`src/rtl/ped_xing_pkg.sv`:
```
// Shared types for the pedestrian crossing controller: phase enum, lamp indices
// and the fixed phase ordering.
package ped_xing_pkg;

    typedef enum logic [2:0] {
        TGREEN     = 3'd0,
        TYELLOW    = 3'd1,
        ALLRED_IN  = 3'd2,
        PWALK      = 3'd3,
        PCLEAR     = 3'd4,
        ALLRED_OUT = 3'd5
    } xing_state_t;

    localparam int LAMP_R   = 0;
    localparam int LAMP_Y   = 1;
    localparam int LAMP_G   = 2;
    localparam int LAMP_NUM = 3;

    // Phases only ever advance in this fixed ring.
    function automatic xing_state_t next_phase(input xing_state_t s);
        case (s)
            TGREEN:     return TYELLOW;
            TYELLOW:    return ALLRED_IN;
            ALLRED_IN:  return PWALK;
            PWALK:      return PCLEAR;
            PCLEAR:     return ALLRED_OUT;
            default:    return TGREEN;
        endcase
    endfunction

endpackage

```
`src/rtl/ped_phase_timer.sv`:
```
// Phase timer: counts cycles spent in the current phase, with synchronous clear,
// optional saturation at limit-1 and a done flag when count == limit-1.
module ped_phase_timer #(
    parameter int CNT_W = 25
) (
    input  logic             clk,
    input  logic             reset,
    input  logic             clear,
    input  logic             sat,
    input  logic [CNT_W-1:0] limit,
    output logic [CNT_W-1:0] count,
    output logic             done
);

    logic [CNT_W-1:0] last;

    assign last = limit - CNT_W'(1);
    assign done = (count == last);

    always_ff @(posedge clk or posedge reset) begin
        if (reset) begin
            count <= '0;
        end else if (clear) begin
            count <= '0;
        end else if (!(sat && done)) begin
            count <= count + CNT_W'(1);
        end
    end

endmodule

```
`src/rtl/ped_xing_ctrl.sv`:
```
// Traffic/pedestrian intersection controller for N_XING crossings on one approach.
// Optional walk+clear countdown output enabled by defining PED_COUNTDOWN_EN.
module ped_xing_ctrl
    import ped_xing_pkg::*;
#(
    parameter int N_XING      = 2,
    parameter int CNT_W       = 25,
    parameter int T_MIN_GREEN = 2**24,
    parameter int T_YELLOW    = 2**23,
    parameter int T_ALLRED    = 2**22,
    parameter int T_WALK      = 2**24,
    parameter int T_FLASH     = 2**23,
    parameter int FLASH_BIT   = 21
) (
    input  logic              clk,
    input  logic              reset,
    input  logic [N_XING-1:0] ped_req,
    output logic              t_r,
    output logic              t_y,
    output logic              t_g,
    output logic [N_XING-1:0] p_walk,
    output logic [N_XING-1:0] p_dontwalk
`ifdef PED_COUNTDOWN_EN
    ,
    output logic [CNT_W-1:0]  p_count
`endif
);

    localparam logic [CNT_W-1:0] LIM_GREEN  = CNT_W'(T_MIN_GREEN);
    localparam logic [CNT_W-1:0] LIM_YELLOW = CNT_W'(T_YELLOW);
    localparam logic [CNT_W-1:0] LIM_ALLRED = CNT_W'(T_ALLRED);
    localparam logic [CNT_W-1:0] LIM_WALK   = CNT_W'(T_WALK);
    localparam logic [CNT_W-1:0] LIM_FLASH  = CNT_W'(T_FLASH);

    xing_state_t          state, state_nxt;
    logic [N_XING-1:0]    pending, pending_nxt;
    logic [N_XING-1:0]    serve, serve_nxt;
    logic [CNT_W-1:0]     timer, limit;
    logic                 timer_done, timer_sat, phase_exit;
    logic [LAMP_NUM-1:0]  lamps;

    ped_phase_timer #(
        .CNT_W (CNT_W)
    ) u_timer (
        .clk   (clk),
        .reset (reset),
        .clear (phase_exit),
        .sat   (timer_sat),
        .limit (limit),
        .count (timer),
        .done  (timer_done)
    );

    always_comb begin
        limit = LIM_ALLRED;
        case (state)
            TGREEN:  limit = LIM_GREEN;
            TYELLOW: limit = LIM_YELLOW;
            PWALK:   limit = LIM_WALK;
            PCLEAR:  limit = LIM_FLASH;
            default: limit = LIM_ALLRED;
        endcase
    end

    // Green holds at min-green until something is pending; other phases run fixed lengths.
    always_comb begin
        timer_sat  = (state == TGREEN) && !(|pending);
        phase_exit = timer_done && ((state != TGREEN) || (|pending));
        state_nxt  = phase_exit ? next_phase(state) : state;
    end

    always_comb begin
        pending_nxt = pending | ped_req;
        serve_nxt   = serve;
        case (state)
            ALLRED_IN: begin
                if (phase_exit) begin
                    serve_nxt   = pending | ped_req;
                    pending_nxt = '0;
                end
            end
            PWALK: begin
                // A crossing already walking absorbs its own button presses.
                pending_nxt = pending | (ped_req & ~serve);
            end
            ALLRED_OUT: begin
                if (phase_exit) begin
                    serve_nxt = '0;
                end
            end
            default: begin
                pending_nxt = pending | ped_req;
            end
        endcase
    end

    always_ff @(posedge clk or posedge reset) begin
        if (reset) begin
            state   <= TGREEN;
            pending <= '0;
            serve   <= '0;
        end else begin
            state   <= state_nxt;
            pending <= pending_nxt;
            serve   <= serve_nxt;
        end
    end

    always_comb begin
        lamps         = '0;
        lamps[LAMP_G] = (state == TGREEN);
        lamps[LAMP_Y] = (state == TYELLOW);
        lamps[LAMP_R] = (state != TGREEN) && (state != TYELLOW);
        t_r = lamps[LAMP_R];
        t_y = lamps[LAMP_Y];
        t_g = lamps[LAMP_G];
    end

    always_comb begin
        p_walk     = (state == PWALK) ? serve : '0;
        p_dontwalk = ~p_walk;
        for (int i = 0; i < N_XING; i++) begin
            if ((state == PCLEAR) && serve[i]) begin
                p_dontwalk[i] = ~timer[FLASH_BIT];
            end
        end
    end

`ifdef PED_COUNTDOWN_EN
    localparam logic [CNT_W-1:0] CNT_WALK_TOP  = CNT_W'(T_WALK + T_FLASH - 1);
    localparam logic [CNT_W-1:0] CNT_FLASH_TOP = CNT_W'(T_FLASH - 1);

    always_comb begin
        p_count = '0;
        case (state)
            PWALK:   p_count = CNT_WALK_TOP - timer;
            PCLEAR:  p_count = CNT_FLASH_TOP - timer;
            default: p_count = '0;
        endcase
    end
`else
    logic unused_timer_bits;
    assign unused_timer_bits = ^timer;
`endif

endmodule

```
`config.mk`:
```
export PLATFORM = sky130hd
export DESIGN_NAME = ped_xing_ctrl
export DESIGN_NICKNAME = d
export VERILOG_FILES = /design/src/rtl/ped_xing_pkg.sv /design/src/rtl/ped_phase_timer.sv /design/src/rtl/ped_xing_ctrl.sv
export SDC_FILE = /design/constraint.sdc
export NUM_CORES = 1
export LEC_CHECK = 0
export CORE_MARGIN = 2
export CORE_UTILIZATION = 53
export CTS_CLUSTER_DIAMETER = 50
export CTS_CLUSTER_SIZE = 28
export DETAILED_ROUTE_END_ITERATION = 10
export HOLD_SLACK_MARGIN = 0.06
export PLACE_DENSITY = 0.75
export SYNTH_ARGS = -nofsm -noshare
export SYNTH_HDL_FRONTEND = slang
export SYNTH_SLANG_ARGS = --single-unit
```
`constraint.sdc`:
```
create_clock -name clk -period 1.7 [get_ports clk]
set_input_delay 0.17 -clock clk [delete_from_list [all_inputs] [get_ports clk]]
set_output_delay 0.17 -clock clk [all_outputs]
set_load 0.03 [all_outputs]
```
==> results of run 1 <==
what timing repair did:
action                                  in CTS  in global routing
resized for setup                           35                 40
buffers inserted                            12                 12
endpoints found under the setup margin      36                 38
cloned                                       0                  1
pin swaps                                   12                 24
power by group:
part / total [mW] / internal [mW] / leakage, nW / switching (mW)
Combinational: 0.0257 / 0.00784 / 0.914 / 0.0178
Clock: 0.595 / 0.279 / 0.0410 / 0.316
Sequential: 0.761 / 0.761 / 0.409 / 0.000000000000000412
Total: 1.38 / 1.05 / 1.36 / 0.334
sequential cells by signal, summed over array words and instances, names as in the netlist:
signal / flops
pending: 2
serve: 2
state: 3
u_timer.count: 25
how the worst max path moves through the flow:
| stage | startpoint | to | slack, ns | cells after the start |
|---|---|---|---|---|
| floorplan | state[2]$_DFFE_PP0P_ | state[0]$_DFFE_PP0P_ | -0.03 | 7 |
| global placement | state[0]$_DFFE_PP0P_ | serve[1]$_DFFE_PP0P_ | -0.07 | 7 |
| detailed placement | state[0]$_DFFE_PP0P_ | u_timer.count[12]$_DFFE_PP0P_ | -0.17 | 5 |
| CTS | state[0]$_DFFE_PP0P_ | state[1]$_DFFE_PP0P_ | -0.08 | 7 |
| global route | state[2]$_DFFE_PP0P_ | serve[0]$_DFFE_PP0P_ | -0.36 | 7 |
| finish | state[2]$_DFFE_PP0P_ | serve[0]$_DFFE_PP0P_ | -0.33 | 7 |
metal layers:
metal  share of wire  wire length (µm)
met2            0.49              3930
met4           0.059               467
met1            0.37              2930
met5               0                 0
met3           0.081               648
cell usage after synthesis (all sizes together), types with 2 or more instances:
library cell / number / area, µm²
a21o: 2 / 15.0
a31oi: 2 / 12.5
o211ai: 10 / 75.1
o21ai: 4 / 31.3
and3: 6 / 45.0
o32ai: 2 / 25.0
a21oi: 12 / 67.6
mux2i: 4 / 40.0
nor2: 13 / 48.8
a221oi: 2 / 17.5
nand2: 20 / 82.6
inv: 7 / 26.3
nor3: 9 / 66.3
nand4: 11 / 105
dfrtp: 32 / 801
o31ai: 2 / 20.0
buf: 7 / 65.1
nor4: 4 / 61.3
clkbuf: 2 / 7.51
o41ai: 2 / 17.5
or4: 2 / 18.8
xnor2: 5 / 43.8
or2: 2 / 12.5
nand3: 11 / 72.6
xor2: 5 / 43.8
metrics by stage:
step | setup slack (ns) | total power, mW | hold slack [ns]
after CTS | -0.0826 | 1.36 | 0.288
final | -0.330 | 1.38 | 0.277
after global routing | -0.359 | 1.41 | 0.327
after floorplan | -0.0331 | 0.787 | 0.286
after global placement | -0.0695 | 0.800 | 0.496
after detailed placement | -0.174 | 0.801 | 0.498
cell type report:
type	instances	area, µm²	area share
multi-input combinational	146	1360	0.439
sequential	32	803	0.259
timing repair buffer	84	767	0.248
clock buffer	6	72.6	0.0234
tap	48	60.1	0.0194
inverter	7	28.8	0.00930
clock inverter	1	5.00	0.00162
logic make-up after synthesis:
family,Yosys count,synth area share
buffers and inverters,16,0.0501
multiplexers,4,0.0203
flip-flops,32,0.406
adder cells (fa/ha/maj),1,0.00634
AND/OR/NAND/NOR,82,0.284
XOR/XNOR,10,0.0444
AO/OA/AOI/OAI,48,0.189
critical path: cells and delay by family (launching register included):
kind,cells,cell delay [ns]
buffers and inverters,2,0.35
AND/OR/NAND/NOR,1,0.29
AO/OA/AOI/OAI,3,0.62
flip-flops,1,0.46
XOR/XNOR,1,0.18
cells in the final DEF (no fill, tap or decap), types with 2 or more instances in the layout:
master	netlist	final
buf_4	2	56
dfrtp_1	32	30
buf_6	4	21
nand2_1	19	14
nor2_1	13	10
o211ai_1	10	10
nand3_1	9	9
nand4_1	8	8
a21oi_2	2	8
inv_1	7	6
nand2_2	0	5
clkbuf_8	0	5
nor3_4	1	4
xor2_1	5	4
xnor2_1	5	4
a21oi_1	10	4
buf_12	0	4
nand4_4	2	3
nand3_4	1	3
nor4_4	2	3
mux2i_1	4	3
nor2_4	0	3
and3_2	2	3
nor3_1	6	3
clkdlybuf4s50_1	0	3
nor3_2	2	2
o41ai_2	0	2
a31oi_1	2	2
a21o_1	2	2
o21ai_2	0	2
and3_1	3	2
dfrtp_2	0	2
==> flow_metrics.env, run 1 <==
export IMPL_synth_edf_count=0
export IMPL_netlist_instances=193
export IMPL_ant_nets=0
export IMPL_stdcell_count=324
export IMPL_r2r_start="state[2]$_DFFE_PP0P_"
export IMPL_initial_core_util=0.543
export IMPL_clk_insertion_delay_late_ns=0.30
export IMPL_cp_arrival_ns=2.18
export IMPL_clk_pin_slew_worst_paths_ns=0.08
export IMPL_drc=0
export IMPL_dr_pass1_iters=7
export IMPL_routed_wl_um=7980
export IMPL_via_count=2201
export IMPL_cp_end_kind="flip-flop"
export IMPL_power_density_mw_per_mm2=446
export IMPL_hold_class="in2async"
export IMPL_drive_gt1_frac=0.551
export IMPL_worst_pin_slew_ns=0.449
export IMPL_place_congestion=0.811
export IMPL_slew_viol_final=0
export IMPL_synth_top_flop_cell="dfrtp_1"
export IMPL_fin_crit_ns=2.03
export IMPL_die_height_um=65.0
export IMPL_die_w_um=65.0
export IMPL_reg2reg_slack_ns=-0.33
export IMPL_grt_busiest_layer="met2"
export IMPL_timing_setup_tns_ns=-5.53
export IMPL_antenna_found_initial=0
export IMPL_fin_util=0.852
export IMPL_placed_cell_area_mm2=0.00249
export IMPL_crit_path_top_delay_cell="dfrtp_2"
export IMPL_use_met3=0.0816
export IMPL_dp_hpwl_um=3710
export IMPL_synth_area_mm2=0.00197
export IMPL_crit_required_ns=1.85
export IMPL_drv_cap=0
export IMPL_criticalPathCategory="reg2reg"
export IMPL_max_slew_margin=0.700
export IMPL_antenna_cells=0
export IMPL_drt_iter0_markers=248
export IMPL_clockRootBuffer="clkbuf_8"
export IMPL_grt_pass1_wl_um=10000
export IMPL_ys_warn_count=0
export IMPL_clock_fmax_ghz=0.493
export IMPL_ctsHoldBuffers=0
export IMPL_stdcell_area_mm2=0.00310
export IMPL_power_static_leakage_nw=1.36
export IMPL_yosysSeqAreaShare=0.406
export IMPL_io_buffers=10
export IMPL_dieArea_mm2=0.00423
export IMPL_setup_ws_ns=-0.330
export IMPL_overflow=0
export IMPL_grt_setup_unrepaired="true"
export IMPL_cp_max_fo=8
export IMPL_area_delta_synth_final_pct=56.8
export IMPL_rows=22
export IMPL_peakVddDrop_mv=0.542
export IMPL_nNetsFinal=281
export IMPL_regToRegEndpoint="serve[0]$_DFFE_PP0P_"
export IMPL_synth_avg_cell_area_um2=10.2
export IMPL_post_synth_num_cell_types=59
export IMPL_synth_net_count=198
export IMPL_h_tree_depth=2
export IMPL_coreArea_mm2=0.00363
export IMPL_num_io_pins=11
export IMPL_grtUsageMet2=0.543
export IMPL_grt_start_max_net_pins=33
export IMPL_path_cells="xnor2_2 -> nor4b_4 -> buf_4 -> o21ai_4 -> buf_12 -> o41ai_2 -> a221oi_2"
export IMPL_viasPerCell=6.79
export IMPL_synth_seq_cells=32
export IMPL_grt_use_total=0.320
export IMPL_grt_pass1_vias=2002
export IMPL_fillerInstances=167
export IMPL_status="finished, violations left"
export IMPL_clockBufferDepth=2
export IMPL_reg2regPathDepth=7
export IMPL_fin_worst_skew_ns=0.00926
export IMPL_place_inst=292
export IMPL_cts_tree="done"
export IMPL_hold_viol=0
export IMPL_fin_crit_sh=1.19
export IMPL_cts_made_buffers=5
export IMPL_cts_sinks=32
export IMPL_cpPeakStageDelay_ns=0.46
export IMPL_violations="setup timing"
export IMPL_gr_usage_met1=0.360
export IMPL_wl_per_cell_um=24.6
export IMPL_start_kind="flip-flop"
export IMPL_setup_violations_final=36
export IMPL_ys_async_sr_fraction=1.00
(Power assumes the default switching activity.)
==> inputs of run 2 (changes only) <==
Settings changed: CTS_CLUSTER_SIZE 28 to 16.
==> results of run 2 <==
No change in the layout: final DEF, timing and power equal those of run 1.
